## src/rtl/pipe_pkg.sv

```systemverilog
// Shared constants for the pipeline hazard/forwarding scoreboard.
package pipe_pkg;

    // Stage indices after ID (default three-stage tail).
    localparam int STG_EXE  = 32'sd0;
    localparam int STG_MEM  = 32'sd1;
    localparam int STG_WB   = 32'sd2;

    // Operand select 0 means "take the register file value".
    localparam int FWD_RF   = 32'sd0;

    // First stage whose pipe register holds the result.
    localparam int RDY_ALU  = 32'sd1;
    localparam int RDY_LOAD = 32'sd2;

    // Forward select code for a result sitting in stage stg.
    function automatic int fwd_code(input int stg);
        return stg + 32'sd1;
    endfunction

endpackage

```

## src/rtl/sb_src_check.sv

```systemverilog
// Per-source priority match against the in-flight entries and the
// resulting hazard flag plus ID / next-EXE forward selects.
module sb_src_check
    import pipe_pkg::*;
#(
    parameter int REG_AW = 5,
    parameter int DEPTH  = 3,
    parameter int FWD_EN = 1,
    parameter int SW     = $clog2(DEPTH),
    parameter int FW     = $clog2(DEPTH + 1)
) (
    input  logic [DEPTH-1:0]        ent_valid,
    input  logic [DEPTH*REG_AW-1:0] ent_dst,
    input  logic [DEPTH*SW-1:0]     ent_rdy,
    input  logic [REG_AW-1:0]       src,
    input  logic                    src_en,
    input  logic                    use_id,
    output logic                    hazard,
    output logic [FW-1:0]           fwd_id,
    output logic [FW-1:0]           fwd_ex_nxt
);

    logic hit_s;
    int   hit_k_s;
    int   hit_rdy_s;

    // Find the youngest (lowest stage index) entry writing this source.
    always_comb begin
        hit_s     = 1'b0;
        hit_k_s   = 32'sd0;
        hit_rdy_s = 32'sd0;
        for (int k = DEPTH - 1; k >= 0; k--) begin
            if (ent_valid[k] && src_en && (ent_dst[k*REG_AW +: REG_AW] == src)) begin
                hit_s     = 1'b1;
                hit_k_s   = k;
                hit_rdy_s = int'(ent_rdy[k*SW +: SW]);
            end else begin
                hit_s     = hit_s;
            end
        end
    end

    // Decide hazard or forward select from the governing match.
    always_comb begin
        hazard     = 1'b0;
        fwd_id     = FW'(FWD_RF);
        fwd_ex_nxt = FW'(FWD_RF);
        if (!hit_s) begin
            hazard = 1'b0;
        end else if (FWD_EN == 32'sd0) begin
            // No bypass: wait until the producer has left the pipeline.
            hazard = 1'b1;
        end else if (use_id) begin
            if (hit_k_s < hit_rdy_s) begin
                hazard = 1'b1;
            end else begin
                fwd_id = FW'(fwd_code(hit_k_s));
            end
        end else begin
            // Consumer reaches EXE next cycle, producer will be one stage further.
            if ((hit_k_s + 32'sd1) < hit_rdy_s) begin
                hazard = 1'b1;
            end else if ((hit_k_s + 32'sd1) <= (DEPTH - 32'sd1)) begin
                fwd_ex_nxt = FW'(fwd_code(hit_k_s + 32'sd1));
            end else begin
                fwd_ex_nxt = FW'(FWD_RF);
            end
        end
    end

endmodule

```

## src/rtl/pipe_scoreboard.sv

```systemverilog
// Hazard/forwarding scoreboard for the stages after ID: tracks in-flight
// destinations, raises the ID stall, produces forward selects and counts stalls.
module pipe_scoreboard
    import pipe_pkg::*;
#(
    parameter int REG_AW  = 5,
    parameter int DEPTH   = 3,
    parameter int NUM_SRC = 2,
    parameter int FWD_EN  = 1,
    parameter int CNT_W   = 16,
    localparam int SW     = $clog2(DEPTH),
    localparam int FW     = $clog2(DEPTH + 1)
) (
    input  logic                      clock,
    input  logic                      reset,
    input  logic                      id_valid,
    input  logic [NUM_SRC*REG_AW-1:0] id_src,
    input  logic [NUM_SRC-1:0]        id_src_en,
    input  logic [NUM_SRC-1:0]        id_src_use_id,
    input  logic                      id_wr,
    input  logic [REG_AW-1:0]         id_dst,
    input  logic [SW-1:0]             id_rdy_stg,
    input  logic                      flush,
    output logic                      stall,
    output logic [NUM_SRC*FW-1:0]     fwd_id,
    output logic [NUM_SRC*FW-1:0]     fwd_ex,
    output logic [CNT_W-1:0]          stall_cnt
);

    logic [DEPTH-1:0]        ent_valid_r;
    logic [DEPTH*REG_AW-1:0] ent_dst_r;
    logic [DEPTH*SW-1:0]     ent_rdy_r;
    logic [NUM_SRC-1:0]      hazard_s;
    logic [NUM_SRC*FW-1:0]   fwd_ex_nxt_s;
    logic [NUM_SRC*FW-1:0]   fwd_ex_r;
    logic [CNT_W-1:0]        stall_cnt_r;
    logic                    stall_s;
    logic                    load_s;

    genvar gi;
    generate
        for (gi = 0; gi < NUM_SRC; gi++) begin : g_src
            sb_src_check #(
                .REG_AW (REG_AW),
                .DEPTH  (DEPTH),
                .FWD_EN (FWD_EN),
                .SW     (SW),
                .FW     (FW)
            ) u_chk (
                .ent_valid  (ent_valid_r),
                .ent_dst    (ent_dst_r),
                .ent_rdy    (ent_rdy_r),
                .src        (id_src[gi*REG_AW +: REG_AW]),
                .src_en     (id_src_en[gi]),
                .use_id     (id_src_use_id[gi]),
                .hazard     (hazard_s[gi]),
                .fwd_id     (fwd_id[gi*FW +: FW]),
                .fwd_ex_nxt (fwd_ex_nxt_s[gi*FW +: FW])
            );
        end
    endgenerate

    // Stall on any source hazard; a flushed instruction never stalls. Slot 0 load qualifier.
    always_comb begin
        stall_s = id_valid & ~flush & (|hazard_s);
        load_s  = id_valid & id_wr & (id_dst != {REG_AW{1'b0}}) & ~stall_s & ~flush;
    end

    assign stall     = stall_s;
    assign fwd_ex    = fwd_ex_r;
    assign stall_cnt = stall_cnt_r;

    // Advance every entry one stage; the last stage retires, slot 0 takes ID or a bubble.
    always_ff @(posedge clock or negedge reset) begin
        if (!reset) begin
            ent_valid_r <= {DEPTH{1'b0}};
            ent_dst_r   <= {(DEPTH*REG_AW){1'b0}};
            ent_rdy_r   <= {(DEPTH*SW){1'b0}};
        end else begin
            ent_valid_r <= {ent_valid_r[DEPTH-2:0], load_s};
            ent_dst_r   <= {ent_dst_r[(DEPTH-1)*REG_AW-1:0], id_dst};
            ent_rdy_r   <= {ent_rdy_r[(DEPTH-1)*SW-1:0], id_rdy_stg};
        end
    end

    // EXE operand selects; a bubble enters EXE on stall or flush.
    always_ff @(posedge clock or negedge reset) begin
        if (!reset) begin
            fwd_ex_r <= {(NUM_SRC*FW){1'b0}};
        end else if (stall_s || flush) begin
            fwd_ex_r <= {(NUM_SRC*FW){1'b0}};
        end else begin
            fwd_ex_r <= fwd_ex_nxt_s;
        end
    end

    // Saturating stall-cycle counter.
    always_ff @(posedge clock or negedge reset) begin
        if (!reset) begin
            stall_cnt_r <= {CNT_W{1'b0}};
        end else if (stall_s && (stall_cnt_r != {CNT_W{1'b1}})) begin
            stall_cnt_r <= stall_cnt_r + {{(CNT_W-1){1'b0}}, 1'b1};
        end else begin
            stall_cnt_r <= stall_cnt_r;
        end
    end

endmodule

```

## config.mk

```make
export PLATFORM = sky130hd
export DESIGN_NAME = pipe_scoreboard
export DESIGN_NICKNAME = d
export VERILOG_FILES = /design/src/rtl/pipe_pkg.sv /design/src/rtl/sb_src_check.sv /design/src/rtl/pipe_scoreboard.sv
export SDC_FILE = /design/constraint.sdc
export NUM_CORES = 1
export LEC_CHECK = 0
export CORE_MARGIN = 2
export CORE_UTILIZATION = 30
export DETAILED_ROUTE_END_ITERATION = 12
export PLACE_DENSITY_LB_ADDON = 0.2
export SLEW_MARGIN = 20
export SYNTH_ARGS = -nofsm -noshare
export SYNTH_HDL_FRONTEND = slang
export SYNTH_SLANG_ARGS = --single-unit
```

## constraint.sdc

```tcl
create_clock -name clock -period 6.27 [get_ports clock]
set_input_delay 1.254 -clock clock [delete_from_list [all_inputs] [get_ports clock]]
set_output_delay 1.254 -clock clock [all_outputs]
set_load 0.03 [all_outputs]
```

==> results.toml <==
[global_routing]
overflow = 0
track_usage_pct = 14.1
grt_max_degree = 45
antenna_found_initial = 0
grt_pass1_vias = 2033
grt_pass1_wl_mm = 9.76

[synthesis]
synthTopCellsByArea = "dfrtp_1 44%, xnor2_1 8.8%, xor2_1 6.7%"
synth_cell_types = 46
synthArstFlopShare_pct = 100
synthXorXnorAreaFrac_pct = 17.3
synth_seq_cells = 44
synth-main-ff-cell = "dfrtp_1"
synthCells = 226
seq_area_frac_synth_pct = 44.0
synth_top_family_by_area = "simple AND/OR/NAND/NOR gates"
ys.warnings.count = 0
synth_compound_area_share_pct = 10.7
netlist_area_mm2 = 0.00250
synth_area_per_cell_um2 = 11.1
synth_fa_ha_area_share_pct = 7.10
synth_common_cells = "44 x dfrtp_1, 25 x xnor2_1, 19 x xor2_1"
synth.most_common_cell = "dfrtp_1"
synth_area_leader_cell = "dfrtp_1"
yosysTopAreaCellShare_pct = 44.0
muxShareOfSynthArea_pct = 0.450
synth_edf_count = 0
synthSimpleGateAreaFrac_pct = 18.1
synth_fp_nets = 265

[flow_run]
cap_viol_max_count = 0

[placed_design]
pre_cts_slack_ns = 0.168
post_dp_cell_area_mm2 = 0.00313
gp_congestion = 0.853
port_buffers = 50
dp_hpwl_mm = 4.43

[power_and_ir_drop]
power.share.clock_pct = 38.3
ir_drop_v = 0.0000806
sw_frac_of_total_pct = 24.3
seqPwrFrac_pct = 51.5
power.density_mw_per_mm2 = 178
p_int_w = 0.000442
switchingPower_w = 0.000142
power_frac_comb_pct = 10.3
p_leak_nw = 1.42

[floorplan]
initial_core_util_pct = 30.8
rows = 33
core_mm2 = 0.00813
die-area_mm2 = 0.00909
ios = 51
die_width_um = 95.3
die_y_um = 95.3

[timing]
setup_slack_ns = 0.304
finalSetupViolCount = 0
fin_crit_ns = 5.97
finalCritPeriodShare_pct = 95.2
fin_setup_tns_ns = 0
finalMaxSlewViolations = 0
fmax_mhz = 168
slew_headroom_pct = 47.1
finalHoldViolCount = 0
skew_ns = 0.0117
worstMarginPinSlew_ns = 0.788
rsz0062_at_grt = "false"

[clocking]
clkTransAtPathRegs_ns = 0.09
cts_buffers = 5
cts_tree = "done"
clk_path_buf_depth = 2
clock_sinks = 44
clk_latency_ns = 0.30
holdBufCountCts = 0
h-tree-depth = 2
root_buffer = "clkbuf_8"

[drt]
wl_per_cell_um = 14.6
vias_per_cell = 4.69
wirelength_mm = 5.75
antenna_left = 0
drt-initial-drc-count = 90
first_pass_iters = 4
drcViolationCount = 0
vias = 1844

[status]
status = "completed"

[worst_setup_path]
crit_fanout = 5
cp-end-kind = "output port"
cp.required_ns = 5.02
worstPathArrival_ns = 4.71
crit_type = "input pin to output port"
start_kind = "input pin"

[final_layout]
antennaDiodeCount = 0
nNetsFinal = 326
drive_gt1_share_pct = 14.2
design_area_mm2 = 0.00327
area_growth_pct = 30.7

[worst_hold_path]
holdCritPathClass = "flop to flop"
-- metrics by stage --
step           power [W]  utilization (%)  hold slack [ns]  instances
6_report        0.000583             40.2            0.408        393
5_1_grt         0.000613             40.2            0.427        393
4_1_cts         0.000593             39.9            0.411        391
3_5_place_dp    0.000365             38.5            0.390        383
3_3_place_gp    0.000366             38.5            0.396        383
2_1_floorplan   0.000330                -            0.369        226
-- worst max-delay path: stages --
cell and delay (ns):
clkdlybuf4s50_1 0.48, xor2_1 0.17, nor4_1 0.44, and2_2 0.30
nor2_1 0.06, a21oi_1 0.29, fa_1 0.48, nor3_1 0.21
nor2_1 0.09, a21oi_1 0.20, o211ai_1 0.13, o21ai_1 0.19
nand2_1 0.09, nor2_1 0.12, buf_4 0.18
-- registers in the layout, indices dropped and copies added, names as in the netlist --
| name | count |
|---|---|
| stall_cnt | 16 |
| ent_dst_r | 15 |
| ent_rdy_r | 6 |
| fwd_ex | 4 |
| ent_valid_r | 3 |
-- final timing paths --
kind / slack, ns / to / cells after the start / start
setup / recovery: 0.30 / stall / 15 / id_src[6]
hold / removal: 0.41 / ent_valid_r[2] / 0 / ent_valid_r[1]
setup reg to reg: 2.45 / stall_cnt[1] / 13 / ent_dst_r[14]
hold reg to reg: 0.41 / ent_valid_r[2] / 0 / ent_valid_r[1]
max in group asynchronous: 4.95 / fwd_ex[3] / 1 / reset
min in group asynchronous: 0.94 / ent_dst_r[13] / 1 / reset
-- routing by layer --
layer,wire [um],GRT usage (%),share of wire (%),up-vias
li1,-,-,-,908
met1,2680,18.3,47,894
met2,2760,22.9,48,40
met3,287,3.79,5.0,2
met4,28,4.35,0.49,0
met5,0,0,0,-
-- what timing repair did --
action	in CTS	in global routing
gates resized for setup	0	3
setup buffers	0	2
setup endpoints to repair	0	3
-- area by class of cell --
| class | instances | area [um2] |
|---|---|---|
| well taps | 105 | 131 |
| flip-flops and latches | 44 | 1100 |
| repair buffers | 55 | 536 |
| fillers | 782 | 4860 |
| multi-input cells | 171 | 1350 |
| clock inverters | 3 | 46.3 |
| clock buffers | 5 | 68.8 |
| inverters | 10 | 37.5 |
-- cell families (layout without fill, tap and decap cells) --
logic type	after synthesis	after routing
AOI/OAI and AO/OA	30	30
adders and majority gates	13	13
muxes	1	1
and+or+nand+nor	80	80
DFF	44	44
buffers and inverters	11	73
xor gates and xnor gates	47	47
-- power by group through the flow --
| stage | Clock (W) | Combinational, W | Sequential (W) |
|---|---|---|---|
| after CTS | 0.000232 | 0.0000597 | 0.000300 |
| after detailed placement | 0 | 0.0000594 | 0.000306 |
| after global placement | 0 | 0.0000596 | 0.000306 |
| after global routing | 0.000246 | 0.0000664 | 0.000302 |
| final | 0.000223 | 0.0000599 | 0.000300 |
| after floorplan | 0 | 0.0000255 | 0.000304 |
-- placed cells by master (no fill, tap or decap), types with 3 or more instances in the layout --
| master | Yosys | final |
|---|---|---|
| xor2_1 | 19 | 19 |
| nand3_1 | 5 | 5 |
| ha_1 | 11 | 11 |
| nand2_2 | 7 | 7 |
| and3_1 | 3 | 3 |
| nor4_1 | 4 | 4 |
| nor3_1 | 6 | 5 |
| dfrtp_1 | 44 | 44 |
| clkbuf_8 | 0 | 5 |
| a21oi_1 | 5 | 5 |
| nand4_1 | 10 | 10 |
| inv_1 | 10 | 10 |
| buf_4 | 0 | 7 |
| o21ai_0 | 5 | 4 |
| clkdlybuf4s50_1 | 0 | 47 |
| xnor2_2 | 3 | 3 |
| nand2_1 | 16 | 16 |
| xnor2_1 | 25 | 25 |
| nor2_1 | 16 | 16 |
| o2111a_1 | 3 | 3 |
No activity file was read; power rests on OpenSTA's default activity.
